===== src/rtl/accel_bus_pkg.sv =====
// Shared states, strobe encodings and default window map for the accelerator memory bus.
// Pure declarations; imported by the copy master and its timeout timer.
package accel_bus_pkg;

   typedef enum logic [2:0] {
      ST_IDLE,
      ST_RD_REQ,
      ST_RD_GAP,
      ST_WR_REQ,
      ST_WR_GAP,
      ST_FIN
   } state_t;

   localparam logic [3:0]  WSTRB_READ = 4'h0;
   localparam logic [3:0]  WSTRB_WORD = 4'hF;
   localparam int          WORD_BYTES = 4;

   localparam logic [31:0] ADDR_WRITE = 32'h0110_0000;
   localparam logic [31:0] ADDR_READ  = 32'h0130_0000;
   localparam logic [31:0] ADDR_END   = 32'h0150_0000;

endpackage


===== src/rtl/bus_timeout_timer.sv =====
// Counts cycles a bus request waits for ready; expired marks the TIMEOUT-th waiting cycle.
// Registered count, combinational expired; clear has priority over enable.
module bus_timeout_timer
   import accel_bus_pkg::*;
#(
   parameter int TIMEOUT = 64
)(
   input  logic clk,
   input  logic reset,
   input  logic clear,
   input  logic enable,
   output logic expired
);

   localparam int CW = $clog2(TIMEOUT + 1);

   logic [CW-1:0] cnt_q;
   logic [CW-1:0] cnt_d;

   assign expired = enable && (cnt_q == CW'(TIMEOUT - 1));

   always_comb begin
      cnt_d = cnt_q;
      if (clear) begin
         cnt_d = '0;
      end else if (enable && !expired) begin
         cnt_d = cnt_q + 1'b1;
      end
   end

   always_ff @(posedge clk) begin
      if (reset) begin
         cnt_q <= '0;
      end else begin
         cnt_q <= cnt_d;
      end
   end

endmodule


===== src/rtl/accel_copy_master.sv =====
// Copy engine: per word one read then one write on the mem_valid/mem_ready bus, each followed by a gap cycle.
// Commands accepted only when idle/finishing; a request waiting TIMEOUT cycles is abandoned with err.
module accel_copy_master
   import accel_bus_pkg::*;
#(
   parameter int LEN_W   = 16,
   parameter int TIMEOUT = 64
)(
   input  logic             clk,
   input  logic             reset,
   input  logic             cmd_valid,
   output logic             cmd_ready,
   input  logic [31:0]      cmd_src,
   input  logic [31:0]      cmd_dst,
   input  logic [LEN_W-1:0] cmd_len,
   output logic             busy,
   output logic             done,
   output logic             err,
   output logic [LEN_W-1:0] words_done,
   output logic             mem_valid,
   input  logic             mem_ready,
   output logic [31:0]      mem_addr,
   output logic [31:0]      mem_wdata,
   output logic [3:0]       mem_wstrb,
   input  logic [31:0]      mem_rdata
);

   state_t           state_q, state_d;
   logic [31:0]      src_q, src_d, dst_q, dst_d;
   logic [LEN_W-1:0] rem_q, rem_d, words_done_q, words_done_d;
   logic             mem_valid_q, mem_valid_d;
   logic [31:0]      mem_addr_q, mem_addr_d, mem_wdata_q, mem_wdata_d;
   logic [3:0]       mem_wstrb_q, mem_wstrb_d;
   logic             busy_q, busy_d, done_q, done_d, err_q, err_d;
   logic             cmd_ready_q, cmd_ready_d;
   logic             tmr_clear, tmr_enable, tmr_expired;

   // The timer only runs while a request is outstanding; ready in the same cycle suppresses expiry.
   assign tmr_clear  = !((state_q == ST_RD_REQ) || (state_q == ST_WR_REQ));
   assign tmr_enable = !tmr_clear && !mem_ready;

   bus_timeout_timer #(.TIMEOUT(TIMEOUT)) u_timer (
      .clk     (clk),
      .reset   (reset),
      .clear   (tmr_clear),
      .enable  (tmr_enable),
      .expired (tmr_expired)
   );

   always_comb begin
      state_d      = state_q;
      src_d        = src_q;
      dst_d        = dst_q;
      rem_d        = rem_q;
      words_done_d = words_done_q;
      mem_wdata_d  = mem_wdata_q;
      err_d        = err_q;
      case (state_q)
         ST_IDLE, ST_FIN: begin
            state_d = ST_IDLE;
            if (cmd_valid && cmd_ready_q) begin
               src_d        = cmd_src;
               dst_d        = cmd_dst;
               rem_d        = cmd_len;
               err_d        = 1'b0;
               words_done_d = '0;
               state_d      = (cmd_len == '0) ? ST_FIN : ST_RD_REQ;
            end
         end
         ST_RD_REQ: begin
            if (mem_ready) begin
               mem_wdata_d = mem_rdata;
               state_d     = ST_RD_GAP;
            end else if (tmr_expired) begin
               err_d   = 1'b1;
               state_d = ST_FIN;
            end
         end
         ST_RD_GAP: state_d = ST_WR_REQ;
         ST_WR_REQ: begin
            if (mem_ready) begin
               words_done_d = words_done_q + 1'b1;
               src_d        = src_q + 32'(WORD_BYTES);
               dst_d        = dst_q + 32'(WORD_BYTES);
               rem_d        = rem_q - 1'b1;
               state_d      = ST_WR_GAP;
            end else if (tmr_expired) begin
               err_d   = 1'b1;
               state_d = ST_FIN;
            end
         end
         ST_WR_GAP: state_d = (rem_q != '0) ? ST_RD_REQ : ST_FIN;
         default:   state_d = ST_IDLE;
      endcase

      // Bus and status outputs are registered images of the next state.
      mem_valid_d = (state_d == ST_RD_REQ) || (state_d == ST_WR_REQ);
      mem_wstrb_d = (state_d == ST_WR_REQ) ? WSTRB_WORD : WSTRB_READ;
      mem_addr_d  = mem_addr_q;
      if (state_d == ST_RD_REQ) begin
         mem_addr_d = src_d;
      end else if (state_d == ST_WR_REQ) begin
         mem_addr_d = dst_d;
      end
      busy_d      = !((state_d == ST_IDLE) || (state_d == ST_FIN));
      cmd_ready_d = (state_d == ST_IDLE) || (state_d == ST_FIN);
      done_d      = (state_d == ST_FIN);
   end

   always_ff @(posedge clk) begin
      if (reset) begin
         state_q      <= ST_IDLE;
         src_q        <= '0;
         dst_q        <= '0;
         rem_q        <= '0;
         words_done_q <= '0;
         mem_valid_q  <= 1'b0;
         mem_addr_q   <= '0;
         mem_wdata_q  <= '0;
         mem_wstrb_q  <= WSTRB_READ;
         busy_q       <= 1'b0;
         done_q       <= 1'b0;
         err_q        <= 1'b0;
         cmd_ready_q  <= 1'b1;
      end else begin
         state_q      <= state_d;
         src_q        <= src_d;
         dst_q        <= dst_d;
         rem_q        <= rem_d;
         words_done_q <= words_done_d;
         mem_valid_q  <= mem_valid_d;
         mem_addr_q   <= mem_addr_d;
         mem_wdata_q  <= mem_wdata_d;
         mem_wstrb_q  <= mem_wstrb_d;
         busy_q       <= busy_d;
         done_q       <= done_d;
         err_q        <= err_d;
         cmd_ready_q  <= cmd_ready_d;
      end
   end

   assign cmd_ready  = cmd_ready_q;
   assign busy       = busy_q;
   assign done       = done_q;
   assign err        = err_q;
   assign words_done = words_done_q;
   assign mem_valid  = mem_valid_q;
   assign mem_addr   = mem_addr_q;
   assign mem_wdata  = mem_wdata_q;
   assign mem_wstrb  = mem_wstrb_q;

endmodule


===== config.mk =====
export PLATFORM = sky130hd
export DESIGN_NAME = accel_copy_master
export DESIGN_NICKNAME = d
export VERILOG_FILES = /design/src/rtl/accel_bus_pkg.sv /design/src/rtl/bus_timeout_timer.sv /design/src/rtl/accel_copy_master.sv
export SDC_FILE = /design/constraint.sdc
export NUM_CORES = 1
export LEC_CHECK = 0
export ABC_CLOCK_PERIOD_IN_PS = 3070
export CAP_MARGIN = 20
export CORE_UTILIZATION = 40
export CTS_BUF_LIST = sky130_fd_sc_hd__clkbuf_2 sky130_fd_sc_hd__clkbuf_4 sky130_fd_sc_hd__clkbuf_8
export DETAILED_ROUTE_END_ITERATION = 7
export HOLD_SLACK_MARGIN = 0.12
export PLACE_DENSITY = 0.72
export SLEW_MARGIN = 20
export SYNTH_ARGS = -nofsm -noshare
export SYNTH_HDL_FRONTEND = slang
export SYNTH_SLANG_ARGS = --single-unit

===== constraint.sdc =====
create_clock -name clk -period 3.07 [get_ports clk]
set_input_delay 0.921 -clock clk [delete_from_list [all_inputs] [get_ports clk]]
set_output_delay 0.921 -clock clk [all_outputs]
set_load 0.02 [all_outputs]

# ---- Word-level counts from Yosys, hierarchy flattened
# Index checks and enable logic that the tools add are counted.
dict set report op_classes {
  n_addsub 5
  n_reduce_logical 23
  n_eq_ne 13
  bitwise_logic 1
  mux 26
}
# cell count
set op_table {}
lappend op_table {{$mux W32} 6}
lappend op_table {{$pmux W32 S2} 2}
lappend op_table {{$add A32 B3 Y32 const B} 2}
lappend op_table {{$mux W16} 4}
lappend op_table {{$pmux W16 S2} 2}
lappend op_table {{$mux W3} 6}
lappend op_table {{$add A16 B1 Y16 const B} 1}
lappend op_table {{$logic_not A16 Y1} 1}
lappend op_table {{$reduce_bool A16 Y1} 1}
lappend op_table {{$sub A16 B1 Y16 const B} 1}
lappend op_table {{$pmux W3 S5} 1}
lappend op_table {{$eq A3 B2 Y1 const B} 3}
lappend op_table {{$eq A3 B3 Y1 const B} 3}
lappend op_table {{$add A7 B1 Y7 const B} 1}
lappend op_table {{$eq A7 B6 Y1 const B} 1}
lappend op_table {{$eq A3 B1 Y1 const B} 2}
lappend op_table {{$logic_not A3 Y1} 2}
lappend op_table {{$ne A2 B2 Y1 const B} 3}
lappend op_table {{$reduce_bool A2 Y1} 3}
lappend op_table {{$reduce_or A2 Y1} 3}
lappend op_table {{$logic_and A1 B1 Y1} 4}
lappend op_table {{$mux W4} 1}
lappend op_table {{$reduce_and A4 Y1} 1}
lappend op_table {{$logic_not A1 Y1} 3}
lappend op_table {{other kinds (7)} 11}
dict set report totals {
  in_bits 116
  elab_cells 82
  out_inout_bits 89
  reg_bits 179
}

# ---- Depth between registers and ports, before layout
# Gate-level depths: netlist (run 1).
dict set report depth {
  word_depth 10
  depth_mapped 10
  mapped_depth_nobuf 8
}

# ---- By module
# From an unflattened synthesis (run 1), not the netlist that was laid out.
dict set report hier_totals {
  cells_unflattened 1128
  area_unflattened_um2 8829.7
}
# module n_inst cells_per_inst seq_area_each_um2 area_per_inst_um2
set by_module_without_submodules {}
lappend by_module_without_submodules {accel_copy_master 1 1089 3383.2 8484.4}
lappend by_module_without_submodules {bus_timeout_timer 1 39 140.1 345.3}

# ---- Worst setup path before layout (run 1)
# No wires, ideal clock.
dict set report synth_timing {
  kind {input -> register}
  startpoint {input mem_ready}
  endpoint {register mem_addr_q[20] (netlist: mem_addr[20])}
  setup_ps 117
  cell_stages 8
  path_buffers 2
  required_time_ps 2953
  path_slack_ps 230
  arrival_time_ps 2722
  cell_sequence {buf_2 and4_1 clkbuf_1 nand2_1 or4_1 mux2i_1 a211o_1 a32o_1}
}
dict set report synth_via {
  elab_chain_len 8
  elab_cells_between_ends 16
  cone_classes {eq/ne (2); mux (10); reduce/logical (4)}
}
# element line_no
set synth_rtl {}
lappend synth_rtl {{start: declaration} accel_copy_master.sv:21} ;# input logic mem_ready,
lappend synth_rtl {{$logic_not A1 Y1} accel_copy_master.sv:40} ;# assign tmr_enable = !tmr_clear && !mem_ready;
lappend synth_rtl {{$logic_and A1 B1 Y1} accel_copy_master.sv:40}
lappend synth_rtl {{$logic_and A1 B1 Y1} bus_timeout_timer.sv:20} ;# assign expired = enable && (cnt_q == CW'(TIMEOUT - 1));
lappend synth_rtl {{$mux W3} {accel_copy_master.sv:74, accel_copy_master.sv:87}}
lappend synth_rtl {{$mux W3, on equally long branches} {accel_copy_master.sv:81, accel_copy_master.sv:71}}
lappend synth_rtl {{$pmux W3 S5} accel_copy_master.sv:58} ;# case (state_q)
lappend synth_rtl {{$eq A3 B1 Y1 / $eq A3 B2 Y1 (equally long branches)} {accel_copy_master.sv:100, accel_copy_master.sv:102}}
lappend synth_rtl {{$mux W32 / $reduce_bool A2 Y1 (equally long branches)} -}
lappend synth_rtl {{end signal: assignment} accel_copy_master.sv:132} ;# mem_addr_q <= mem_addr_d;
lappend synth_rtl {{end: declaration} accel_copy_master.sv:32} ;# logic [31:0] mem_addr_q, mem_addr_d, mem_wdata_q, mem_wdata_d;
# Parallel ways exist; a longest one is shown, timed or not. The select of a mux whose other input is x is not followed.
# A chain may end at the register's enable or synchronous reset.

# ---- Final worst setup path (run 1)
dict set report layout_timing {
  startpoint {input mem_ready}
  endpoint {register mem_addr_q[7] (netlist: mem_addr[7])}
}
# The elaborated chain is that of the path after synthesis.

==> results of run 1 <==
[metrics by stage]
stage                     TNS [ns]  setup WS (ns)
after floorplan                  0         0.2304
after global placement      -4.403        -0.2413
after detailed placement    -5.447        -0.2560
after CTS                        0         0.1868
after global routing             0        0.04821
final                            0         0.1101
[report_power, final]
group | total [mW] | internal, mW | switching [mW]
logic | 2.44 | 1.13 | 1.31
clock network | 1.74 | 0.839 | 0.904
registers | 2.82 | 2.55 | 0.269
total | 7.01 | 4.52 | 2.48
[sequential cells by signal, indices dropped and copies added (netlist names)]
register       flops
dst_q             32
mem_addr          32
mem_wdata         32
src_q             32
rem_q             16
words_done        16
u_timer.cnt_q      7
state_q            3
busy               1
cmd_ready          1
done               1
err                1
mem_valid          1
mem_wstrb          1
[layout make-up]
type / count / area share, %
Tap cell: 280 / 2.832
Clock buffer: 19 / 2.063
Inverter: 13 / 0.3944
Sequential cell: 176 / 28.48
Timing Repair Buffer: 319 / 24.17
Multi-Input combinational cell: 862 / 40.78
Clock inverter: 13 / 1.284
[cells in the final DEF (no fill, tap or decap), types with 6 or more instances in the layout]
master,count
sky130_fd_sc_hd__a211oi_1,16
sky130_fd_sc_hd__or4_1,13
sky130_fd_sc_hd__and3_1,16
sky130_fd_sc_hd__a22oi_1,11
sky130_fd_sc_hd__nor4_1,25
sky130_fd_sc_hd__a32o_1,7
sky130_fd_sc_hd__o211ai_1,9
sky130_fd_sc_hd__a21oi_1,89
sky130_fd_sc_hd__a221o_1,7
sky130_fd_sc_hd__a221oi_1,23
sky130_fd_sc_hd__or3_1,11
sky130_fd_sc_hd__clkbuf_8,18
sky130_fd_sc_hd__xnor2_1,17
sky130_fd_sc_hd__clkdlybuf4s50_1,203
sky130_fd_sc_hd__xor2_1,10
sky130_fd_sc_hd__o21ai_0,39
sky130_fd_sc_hd__mux2i_1,12
sky130_fd_sc_hd__nand3_1,34
sky130_fd_sc_hd__buf_4,109
sky130_fd_sc_hd__nand3b_1,8
sky130_fd_sc_hd__nor3_1,33
sky130_fd_sc_hd__nand2_1,181
sky130_fd_sc_hd__ha_1,6
sky130_fd_sc_hd__a21o_1,9
sky130_fd_sc_hd__nand4_1,35
sky130_fd_sc_hd__buf_12,7
sky130_fd_sc_hd__inv_1,12
sky130_fd_sc_hd__a22o_2,9
sky130_fd_sc_hd__nor2_1,120
sky130_fd_sc_hd__and4_1,7
sky130_fd_sc_hd__a22o_1,12
sky130_fd_sc_hd__dfxtp_1,176
sky130_fd_sc_hd__a31oi_1,22
[routing by layer]
metal  vias up  wire [µm]  GRT usage, %
met4         0        815         10.05
met1      4537      13730         37.61
met5         -          0             0
met2       541      14250         41.65
li1       4707          -             -
met3        60       3720         8.728
[final timing paths]
path	to	slack, ns	cells after the start
setup reg to reg	mem_addr[27]	0.14	6
setup / recovery	mem_addr[7]	0.11	9
hold / removal	mem_wdata[3]	0.46	2
hold reg to reg	mem_wdata[3]	0.46	2
[logic make-up after synthesis]
logic type | synth area share [%]
xor+xnor | 2.634
mux | 1.338
flops | 39.25
buf+inv | 4.725
compound gates | 22.26
simple gates | 28.95
fa+ha+maj | 0.8363
[worst max-delay path, delay by kind of cell]
family / cells / cell delay (ns)
buf+inv: 3 / 0.87
compound gates: 3 / 0.94
simple gates: 3 / 0.59
==> summary.log, run 1 <==
INFO  timing         relSlewSlack=37.27%
INFO  grt            grt_pass1_wl=50980µm
INFO  setup_path     worst_setup_path_end_kind=register
INFO  logic_synthesis number_of_storage_elements_in_the_synthesis_netlist=176
INFO  floorplan      floorplan.die_area=0.02304mm²
INFO  setup_path     setup.worst_path.class=in -> reg
INFO  route          totalWireLength=32510µm
INFO  logic_synthesis synthesis.yosys.warnings=0
INFO  placed_design  dp_hpwl=23760µm
INFO  timing         fmax=0.3379GHz
INFO  power          power.total=7.006mW
INFO  timing         fin_crit_sh=96.41%
INFO  setup_path     worst_path_most_repeated_cell=sky130_fd_sc_hd__buf_4
INFO  logic_synthesis yosys.cell_count.top_type=sky130_fd_sc_hd__nand2_1
INFO  route          dr.pass1.iters=6
INFO  route          drt-initial-drc-count=1103
INFO  clocking       clkLatencyLatePin=0.48ns
INFO  timing         layout_min_cycle_time=2.960ns
INFO  worst_hold_path worst_hold_startpoint=mem_wdata[3]
INFO  setup_path     crit_path_max_fanout=7
INFO  finish         regArea=0.003523mm²
INFO  route          post-route-drc-count=0
INFO  setup_path     crit_arrival=3.33ns
INFO  finish         areaGrowthSynthToFinish=37.83%
INFO  finish         layout.nets=1511
INFO  route          overall_via_count_from_detail_route=9845
INFO  grt            grt_usage=27.88%
INFO  setup_path     worst_setup_path_startpoint=mem_ready
INFO  setup_path     setup.worst_path.start_class=primary input
INFO  finish         final_cell_count_no_fill=1682
INFO  placed_design  place.detailed.instances=1650
INFO  setup_path     worstPathRequired=3.44ns
INFO  worst_hold_path worstHoldPathType=reg -> reg
INFO  flow_run       max_cap_viols=0
INFO  floorplan      core_area=0.02189mm²
INFO  power          p_leak=4.488nW
INFO  route          route.detailed.vias_per_inst=5.853
INFO  grt            globalRouteOverflowTotal=0
INFO  route          drt-wirelength-per-cell=19.33µm
INFO  clocking       post_cts_hold_buffer_count=0
INFO  logic_synthesis synthesis.instances=1131
INFO  floorplan      start_util=41.00%
INFO  logic_synthesis synth.cells.most_frequent=181 x sky130_fd_sc_hd__nand2_1, 176 x sky130_fd_sc_hd__dfxtp_1, 122 x sky130_fd_sc_hd__nor2_1, 89 x sky130_fd_sc_hd__a21oi_1, 58 x sky130_fd_sc_hd__clkbuf_1
INFO  floorplan      die_height=151.8µm
INFO  setup_path     rr_startpoint=state_q[2]
INFO  clocking       clock-sinks=176
INFO  setup_path     critical-path-max-stage-delay=0.53ns
INFO  clocking       cts.reportedPaths.clkPinSlew=0.10ns
INFO  timing         clock_skew=0.01983ns
INFO  finish         layout.cell_area.non_filler=0.01237mm²
INFO  logic_synthesis syn_area_per_cell=7.936µm²
INFO  power          max-vdd-ir-drop=379.7µV
INFO  finish         finalCoreUtilization=56.52%
INFO  floorplan      dieWidth=151.8µm
INFO  clocking       postCtsSetupRepairBufs=0
INFO  logic_synthesis ys.flop_type=sky130_fd_sc_hd__dfxtp_1
INFO  setup_path     critical_path.cell_chain=clkdlybuf4s50_1, buf_4, nand3_1, buf_4, nor2_1, a21oi_1, a211oi_1, nand2_1, a32o_1
INFO  finish         post_route_cells_drive_above_1_share=12.84%
INFO  power          power_density=566.3mW/mm²
INFO  floorplan      boundaryPins=205
INFO  finish         multi_input_logic_area=0.005045mm²
INFO  logic_synthesis synth.top_cells.by_area=sky130_fd_sc_hd__dfxtp_1 39%, sky130_fd_sc_hd__nand2_1 7.6%, sky130_fd_sc_hd__nor2_1 5.1%
INFO  route          detail-route-antenna-nets=0
INFO  clocking       cts_max_level=4
INFO  clocking       tritoncts_clock_tree=yes
INFO  logic_synthesis number_of_flops_mapped_to_enable_cells_by_yosys=0
INFO  grt            grt_start_max_net_pins=132
INFO  timing         number_of_slew_limit_violations_in_the_final_report=0
INFO  timing         hold_viol_final=0
INFO  outcome        status=finished, final reports clean
INFO  placed_design  io_buffers=204
INFO  logic_synthesis asyncSetResetFlopFracSynth=0%
INFO  grt            grt_antenna_before_repair=0
INFO  timing         final.hold.worst_slack=0.4575ns
INFO  finish         antenna_cells_inserted=0
INFO  logic_synthesis yosys.area.top_type=sky130_fd_sc_hd__dfxtp_1
INFO  timing         timing.final.setup_violations=0
INFO  placed_design  detailed_place.area=0.01196mm²
INFO  placed_design  routabilityCongestion=0.9871
INFO  finish         nFillCells=2053
INFO  clocking       clockBufferDepth=2
INFO  logic_synthesis syn_nets=1253
INFO  timing         grt_setup_unrepaired=no
INFO  logic_synthesis synth_area=0.008976mm²
INFO  clocking       tritoncts.num_buffers=17
INFO  setup_path     slowest_stage=sky130_fd_sc_hd__clkdlybuf4s50_1
INFO  logic_synthesis register_area_share_after_synthesis=39.25%
INFO  floorplan      fp-row-count=54
INFO  logic_synthesis yosysTopAreaCellShare=39.25%
INFO  clocking       cts_repair_resizes=0
INFO  logic_synthesis synth.lib_cells_used.distinct=80
INFO  clocking       clock_tree.root_cell=sky130_fd_sc_hd__clkbuf_8
INFO  timing         worst-slew-pin-transition=0.9343ns
INFO  grt            number_of_global_route_vias_before_repair=9266
No activity file was read; power rests on OpenSTA's default activity.
==> run 2: changes to the inputs <==
CORE_UTILIZATION = 50   (was 40)
PLACE_DENSITY = 0.86   (was 0.72)
==> summary.log, run 2 (synthesized netlist as in run 1, its figures left out) <==
INFO  outcome        status=finished, final reports clean
INFO  worst_hold_path worst_hold_startpoint=mem_wdata[30]
INFO  clocking       clock-sinks=176 [unchanged]
INFO  floorplan      start_util=51.54% [+11 points]
INFO  setup_path     critical-path-max-stage-delay=0.50ns [-0.03 ns]
INFO  timing         fin_crit_sh=93.27% [-3.1 points]
INFO  clocking       tritoncts.num_buffers=17 [unchanged]
INFO  route          drt-initial-drc-count=1309 [+19%]
INFO  floorplan      boundaryPins=205 [unchanged]
INFO  setup_path     rr_startpoint=rem_q[6]
INFO  finish         regArea=0.003523mm² [unchanged]
INFO  setup_path     setup.worst_path.class=in -> reg
INFO  grt            number_of_global_route_vias_before_repair=9616 [+3.8%]
INFO  finish         layout.nets=1513 [+0.13%]
INFO  clocking       postCtsSetupRepairBufs=0 [unchanged]
INFO  timing         relSlewSlack=44.52% [+7.3 points]
INFO  finish         layout_commonest_cell=sky130_fd_sc_hd__clkdlybuf4s50_1
INFO  floorplan      dieWidth=136.0µm [-10%]
INFO  route          dr.pass1.iters=6 [unchanged]
INFO  setup_path     crit_path_max_fanout=10 [+3]
INFO  setup_path     cp.depth=8 [-1]
INFO  clocking       post_cts_hold_buffer_count=0 [unchanged]
INFO  finish         post_route_cells_drive_above_1_share=12.96% [+0.12 points]
INFO  clocking       cts_repair_resizes=0 [unchanged]
INFO  route          route.detailed.vias_per_inst=6.255 [+6.9%]
INFO  power          p_leak=4.501nW [+0.30%]
INFO  setup_path     worst_setup_path_end_kind=register
INFO  clocking       clockBufferDepth=2 [unchanged]
INFO  clocking       clkLatencyLatePin=0.47ns [about the same]
INFO  timing         worst-slew-pin-transition=0.8245ns [-0.1098 ns]
INFO  setup_path     setup.worst_path.start_class=primary input
INFO  placed_design  detailed_place.area=0.01194mm² [-0.14%]
INFO  setup_path     worst_setup_path_startpoint=mem_ready
INFO  power          power_density=569.7mW/mm² [+0.60%]
INFO  timing         layout_min_cycle_time=2.864ns [-0.09634 ns]
INFO  timing         timing.final.setup_violations=0 [unchanged]
INFO  flow_run       max_cap_viols=0 [unchanged]
INFO  timing         fmax=0.3492GHz [+3.4%]
INFO  floorplan      floorplan.die_area=0.01849mm² [-20%]
INFO  timing         clock_skew=0.01119ns [-0.008636 ns]
INFO  worst_hold_path whs_path_cells=2 [unchanged]
INFO  route          totalWireLength=32060µm [-1.4%]
INFO  route          drt-wirelength-per-cell=19.67µm [+1.7%]
INFO  grt            grt_usage=34.94% [+7.1 points]
INFO  power          max-vdd-ir-drop=551.7µV [+45%]
INFO  setup_path     r2r_cells=6 [unchanged]
INFO  finish         areaGrowthSynthToFinish=37.73% [about the same]
INFO  setup_path     crit_arrival=3.21ns [-0.12 ns]
INFO  timing         hold_viol_final=0 [unchanged]
INFO  clocking       cts_max_level=4 [unchanged]
INFO  setup_path     path_delay_family=simple AND/OR/NAND/NOR gates
INFO  floorplan      fp-row-count=48 [-11%]
INFO  finish         finalCoreUtilization=70.98% [+14 points]
INFO  finish         layout_common_cells=203 x sky130_fd_sc_hd__clkdlybuf4s50_1, 181 x sky130_fd_sc_hd__nand2_1, 176 x sky130_fd_sc_hd__dfxtp_1, 120 x sky130_fd_sc_hd__nor2_1, 108 x sky130_fd_sc_hd__buf_4
INFO  timing         finalSetupTns=0ns [unchanged]
INFO  grt            grt_start_max_net_pins=132 [unchanged]
INFO  finish         nFillCells=1348 [-34%]
INFO  placed_design  dp_hpwl=23100µm [-2.8%]
INFO  floorplan      core_area=0.01742mm² [-20%]
INFO  clocking       tritoncts_clock_tree=yes
INFO  power          power.total=7.043mW [+0.53%]
INFO  route          detail-route-antenna-nets=0 [unchanged]
INFO  clocking       clock_tree.root_cell=sky130_fd_sc_hd__clkbuf_8
INFO  finish         multi_input_logic_area=0.005045mm² [unchanged]
INFO  route          overall_via_count_from_detail_route=10200 [+3.6%]
INFO  grt            grt_antenna_before_repair=1 [+1]
INFO  placed_design  io_buffers=204 [unchanged]
INFO  setup_path     critical_path.cell_chain=clkdlybuf4s50_1, buf_4, buf_4, nor4_1, or2_2, nand4_1, o21ai_0, o21ai_0
INFO  placed_design  routabilityCongestion=0.9711 [-1.6%]
INFO  setup_path     critPathBufInv=3 [unchanged]
INFO  timing         setup_ws=0.2065ns [+0.09634 ns]
INFO  setup_path     slowest_stage=sky130_fd_sc_hd__nor4_1
INFO  setup_path     worstPathRequired=3.42ns [-0.02 ns]
INFO  route          post-route-drc-count=0 [unchanged]
INFO  grt            grt_pass1_wl=49810µm [-2.3%]
INFO  timing         number_of_slew_limit_violations_in_the_final_report=0 [unchanged]
INFO  worst_hold_path worstHoldPathType=reg -> reg
INFO  floorplan      die_height=136.0µm [-10%]
INFO  grt            globalRouteOverflowTotal=0 [unchanged]
INFO  clocking       cts.reportedPaths.clkPinSlew=0.10ns [about the same]
INFO  timing         grt_setup_unrepaired=no
INFO  finish         layout.cell_area.non_filler=0.01236mm² [about the same]
INFO  placed_design  dp_slack=-0.1980ns [+0.05792 ns]
## run 2: changes by cell type in the layout (fill, tap and decap cells not counted), sizes merged
cell and change:
clkinv -5, buf +2, clkinvlp +3, clkbuf -1, diode +1, inv +3
## run 2: final cells by class
type,instances,share of cell area (%)
antenna,1,0.02024
clock buffer,18,1.953
clock inverter,14,1.437
inverter,13,0.3947
multi-input combinational,862,40.81
sequential,176,28.50
tap,225,2.277
timing repair buffer,321,24.61
## run 2: metrics by stage
stage,hold slack [ns],instances
after floorplan,0.4366,1131
after global placement,0.4364,1597
after detailed placement,0.4463,1597
after CTS,0.4620,1629
after global routing,0.4804,1629
final,0.4583,1630
## run 2: worst paths after layout
check / endpoint / slack (ns)
max: mem_addr[6] / 0.21
min: mem_wdata[30] / 0.46
max reg2reg: mem_addr[11] / 0.40
min reg2reg: mem_wdata[30] / 0.46
## run 2: per-layer routing
metal	up-vias	wire length [µm]	part of all wire (%)	global-route usage (%)
met2	601	14430	45	55.16
met4	0	1062	3.3	13.83
met1	4810	12790	40	44.08
li1	4695	-	-	-
met3	90	3779	12	11.15
met5	-	0	0	0
## run 2: worst register-to-register path: stages (launching register included)
cell,delay (ns)
sky130_fd_sc_hd__dfxtp_1,0.39
sky130_fd_sc_hd__or4_4,0.58
sky130_fd_sc_hd__or4_4,0.52
sky130_fd_sc_hd__nand4bb_4,0.33
sky130_fd_sc_hd__nand3_4,0.27
sky130_fd_sc_hd__inv_2,0.21
sky130_fd_sc_hd__a32o_1,0.28
## run 2: report_power, final
| group | internal (mW) | leakage (nW) | switching [mW] |
|---|---|---|---|
| clock network | 0.829 | 0.206 | 0.919 |
| registers | 2.55 | 1.44 | 0.258 |
| logic | 1.15 | 2.86 | 1.33 |
==> run 3: changes to the inputs <==
CORE_UTILIZATION = 47   (was 50)
PLACE_DENSITY = 0.82   (was 0.86)
TNS_END_PERCENT = 100   (was not set)
==> summary.log, run 3 (synthesized netlist as in run 1, its figures left out) <==
INFO  clocking       clock-sinks=176 [unchanged]
INFO  setup_path     r2r_setup_slack=0.44ns [+0.04 ns]
INFO  setup_path     critical_path.reg2reg.endpoint=mem_addr[29]
INFO  placed_design  dp_hpwl=23300µm [+0.82%]
INFO  timing         layout_min_cycle_time=2.848ns [-0.01546 ns]
INFO  clocking       clkLatencyLatePin=0.47ns [about the same]
INFO  grt            grt_start_max_net_pins=74 [-44%]
INFO  floorplan      dieWidth=140.2µm [+3.1%]
INFO  grt            grt_usage=32.17% [-2.8 points]
INFO  floorplan      boundaryPins=205 [unchanged]
INFO  floorplan      die_height=140.2µm [+3.1%]
INFO  grt            number_of_global_route_vias_before_repair=9324 [-3.0%]
INFO  timing         clock_skew=0.01587ns [+0.004679 ns]
INFO  route          post-route-drc-count=0 [unchanged]
INFO  finish         antenna_cells_inserted=0 [-1]
INFO  setup_path     worst_setup_path_startpoint=mem_ready
INFO  setup_path     worstPathRequired=3.48ns [+0.06 ns]
INFO  outcome        status=finished, final reports clean
INFO  route          overall_via_count_from_detail_route=10050 [-1.4%]
INFO  grt            grt_antenna_before_repair=0 [-1]
INFO  placed_design  routabilityCongestion=0.9968 [+2.6%]
INFO  timing         timing.final.setup_violations=0 [unchanged]
INFO  clocking       clockBufferDepth=2 [unchanged]
INFO  route          detail-route-antenna-nets=0 [unchanged]
INFO  clocking       postCtsSetupRepairBufs=0 [unchanged]
INFO  power          p_leak=4.531nW [+0.67%]
INFO  finish         layout.cell_area.non_filler=0.01239mm² [+0.25%]
INFO  finish         layout_common_cells=203 x sky130_fd_sc_hd__clkdlybuf4s50_1, 181 x sky130_fd_sc_hd__nand2_1, 176 x sky130_fd_sc_hd__dfxtp_1, 120 x sky130_fd_sc_hd__nor2_1, 116 x sky130_fd_sc_hd__buf_4
INFO  power          power_density=575.0mW/mm² [+0.94%]
INFO  setup_path     worst_setup_path_end_kind=register
INFO  route          dr.pass1.iters=5 [-1]
INFO  clocking       cts.reportedPaths.clkPinSlew=0.09ns [about the same]
INFO  timing         hold_viol_final=0 [unchanged]
INFO  worst_hold_path whs_path_cells=2 [unchanged]
INFO  clocking       tritoncts.num_buffers=17 [unchanged]
INFO  worst_hold_path worstHoldPathType=reg -> reg
INFO  finish         finalCoreUtilization=66.26% [-4.7 points]
INFO  finish         nFillCells=1543 [+14%]
INFO  floorplan      floorplan.die_area=0.01965mm² [+6.3%]
INFO  setup_path     crit_path_max_fanout=4 [-6]
INFO  timing         finalSetupTns=0ns [unchanged]
INFO  setup_path     crit_arrival=3.26ns [+0.05 ns]
INFO  clocking       tritoncts_clock_tree=yes
INFO  timing         grt_setup_unrepaired=no
INFO  finish         regArea=0.003523mm² [unchanged]
INFO  clocking       clock_tree.root_cell=sky130_fd_sc_hd__clkbuf_8
INFO  timing         fin_crit_sh=92.77% [-0.50 points]
INFO  clocking       cts_repair_resizes=0 [unchanged]
INFO  setup_path     r2r_cells=7 [+1]
INFO  placed_design  io_buffers=204 [unchanged]
INFO  setup_path     setup.worst_path.start_class=primary input
INFO  finish         post_route_cells_drive_above_1_share=13.21% [+0.25 points]
INFO  finish         areaGrowthSynthToFinish=38.08%
INFO  timing         relSlewSlack=42.97% [-1.6 points]
INFO  power          max-vdd-ir-drop=369.7µV [-33%]
INFO  flow_run       max_cap_viols=0 [unchanged]
INFO  finish         layout.nets=1517 [+0.26%]
INFO  finish         layout_commonest_cell=sky130_fd_sc_hd__clkdlybuf4s50_1
INFO  timing         worst-slew-pin-transition=0.8476ns [+0.02312 ns]
INFO  timing         fmax=0.3511GHz [+0.54%]
INFO  floorplan      fp-row-count=50 [+4.2%]
INFO  route          drt-wirelength-per-cell=19.31µm [-1.8%]
INFO  clocking       cts_max_level=4 [unchanged]
INFO  route          route.detailed.vias_per_inst=6.122 [-2.1%]
INFO  grt            grt_pass1_wl=49670µm [-0.28%]
INFO  worst_hold_path worst_hold_startpoint=mem_addr[1]
INFO  placed_design  detailed_place.area=0.01193mm² [about the same]
INFO  route          drt-initial-drc-count=975 [-26%]
INFO  setup_path     rr_startpoint=state_q[0]
INFO  clocking       post_cts_hold_buffer_count=0 [unchanged]
INFO  setup_path     worstSetupEndpoint=mem_addr[25]
INFO  finish         multi_input_logic_area=0.005045mm² [unchanged]
INFO  grt            globalRouteOverflowTotal=0 [unchanged]
INFO  route          totalWireLength=31710µm [-1.1%]
INFO  timing         number_of_slew_limit_violations_in_the_final_report=0 [unchanged]
INFO  floorplan      start_util=47.99% [-3.6 points]
INFO  setup_path     setup.worst_path.class=in -> reg
INFO  floorplan      core_area=0.01871mm² [+7.4%]
==> run 3: worst max-delay path, stage by stage <==
cell and delay (ns):
sky130_fd_sc_hd__clkdlybuf4s50_1 0.51, sky130_fd_sc_hd__buf_4 0.15, sky130_fd_sc_hd__and4_1 0.23, sky130_fd_sc_hd__nand4_1 0.24, sky130_fd_sc_hd__or4_1 0.53, sky130_fd_sc_hd__and3_1 0.24, sky130_fd_sc_hd__a221oi_1 0.32, sky130_fd_sc_hd__a21o_1 0.12
==> run 3: how the worst min path moves through the flow <==
stage / to
6_report: mem_addr[1]
3_3_place_gp: mem_addr[28]
3_5_place_dp: mem_addr[30]
4_1_cts: mem_addr[1]
2_1_floorplan: src_q[0]
5_1_grt: mem_wdata[15]
==> run 3: cell type report <==
| cell class | count | share of cell area, % |
|---|---|---|
| clock inverters | 13 | 1.615 |
| multi-input cells | 862 | 40.70 |
| flip-flops and latches | 176 | 28.43 |
| well taps | 234 | 2.362 |
| inverters | 13 | 0.3937 |
| clock buffers | 19 | 2.110 |
| repair buffers | 325 | 24.39 |
==> run 3: report_power, final <==
part	internal [mW]	switching, mW
registers	2.55	0.255
logic	1.13	1.31
clock network	0.951	0.928
total	4.63	2.50
==> run 3: per-layer routing <==
metal | global-route usage [%] | vias to the layer above | wire length, µm
met5 | 0 | - | 0
met4 | 12.15 | 0 | 956
met3 | 8.376 | 86 | 3253
met2 | 50.03 | 619 | 14310
met1 | 42.69 | 4651 | 13190
li1 | - | 4697 | -
==> run 3: per-stage QoR <==
step                      worst slack (ns)  hold slack (ns)  total power [mW]  instances
after CTS                           0.2980           0.4590             7.096       1642
after global routing                0.1553           0.4761             7.422       1642
final                               0.2219           0.4565             7.127       1642
after floorplan                     0.2304           0.4366             4.085       1131
after detailed placement           -0.1875           0.4430             5.236       1610
after global placement             -0.1450           0.4368             5.193       1610
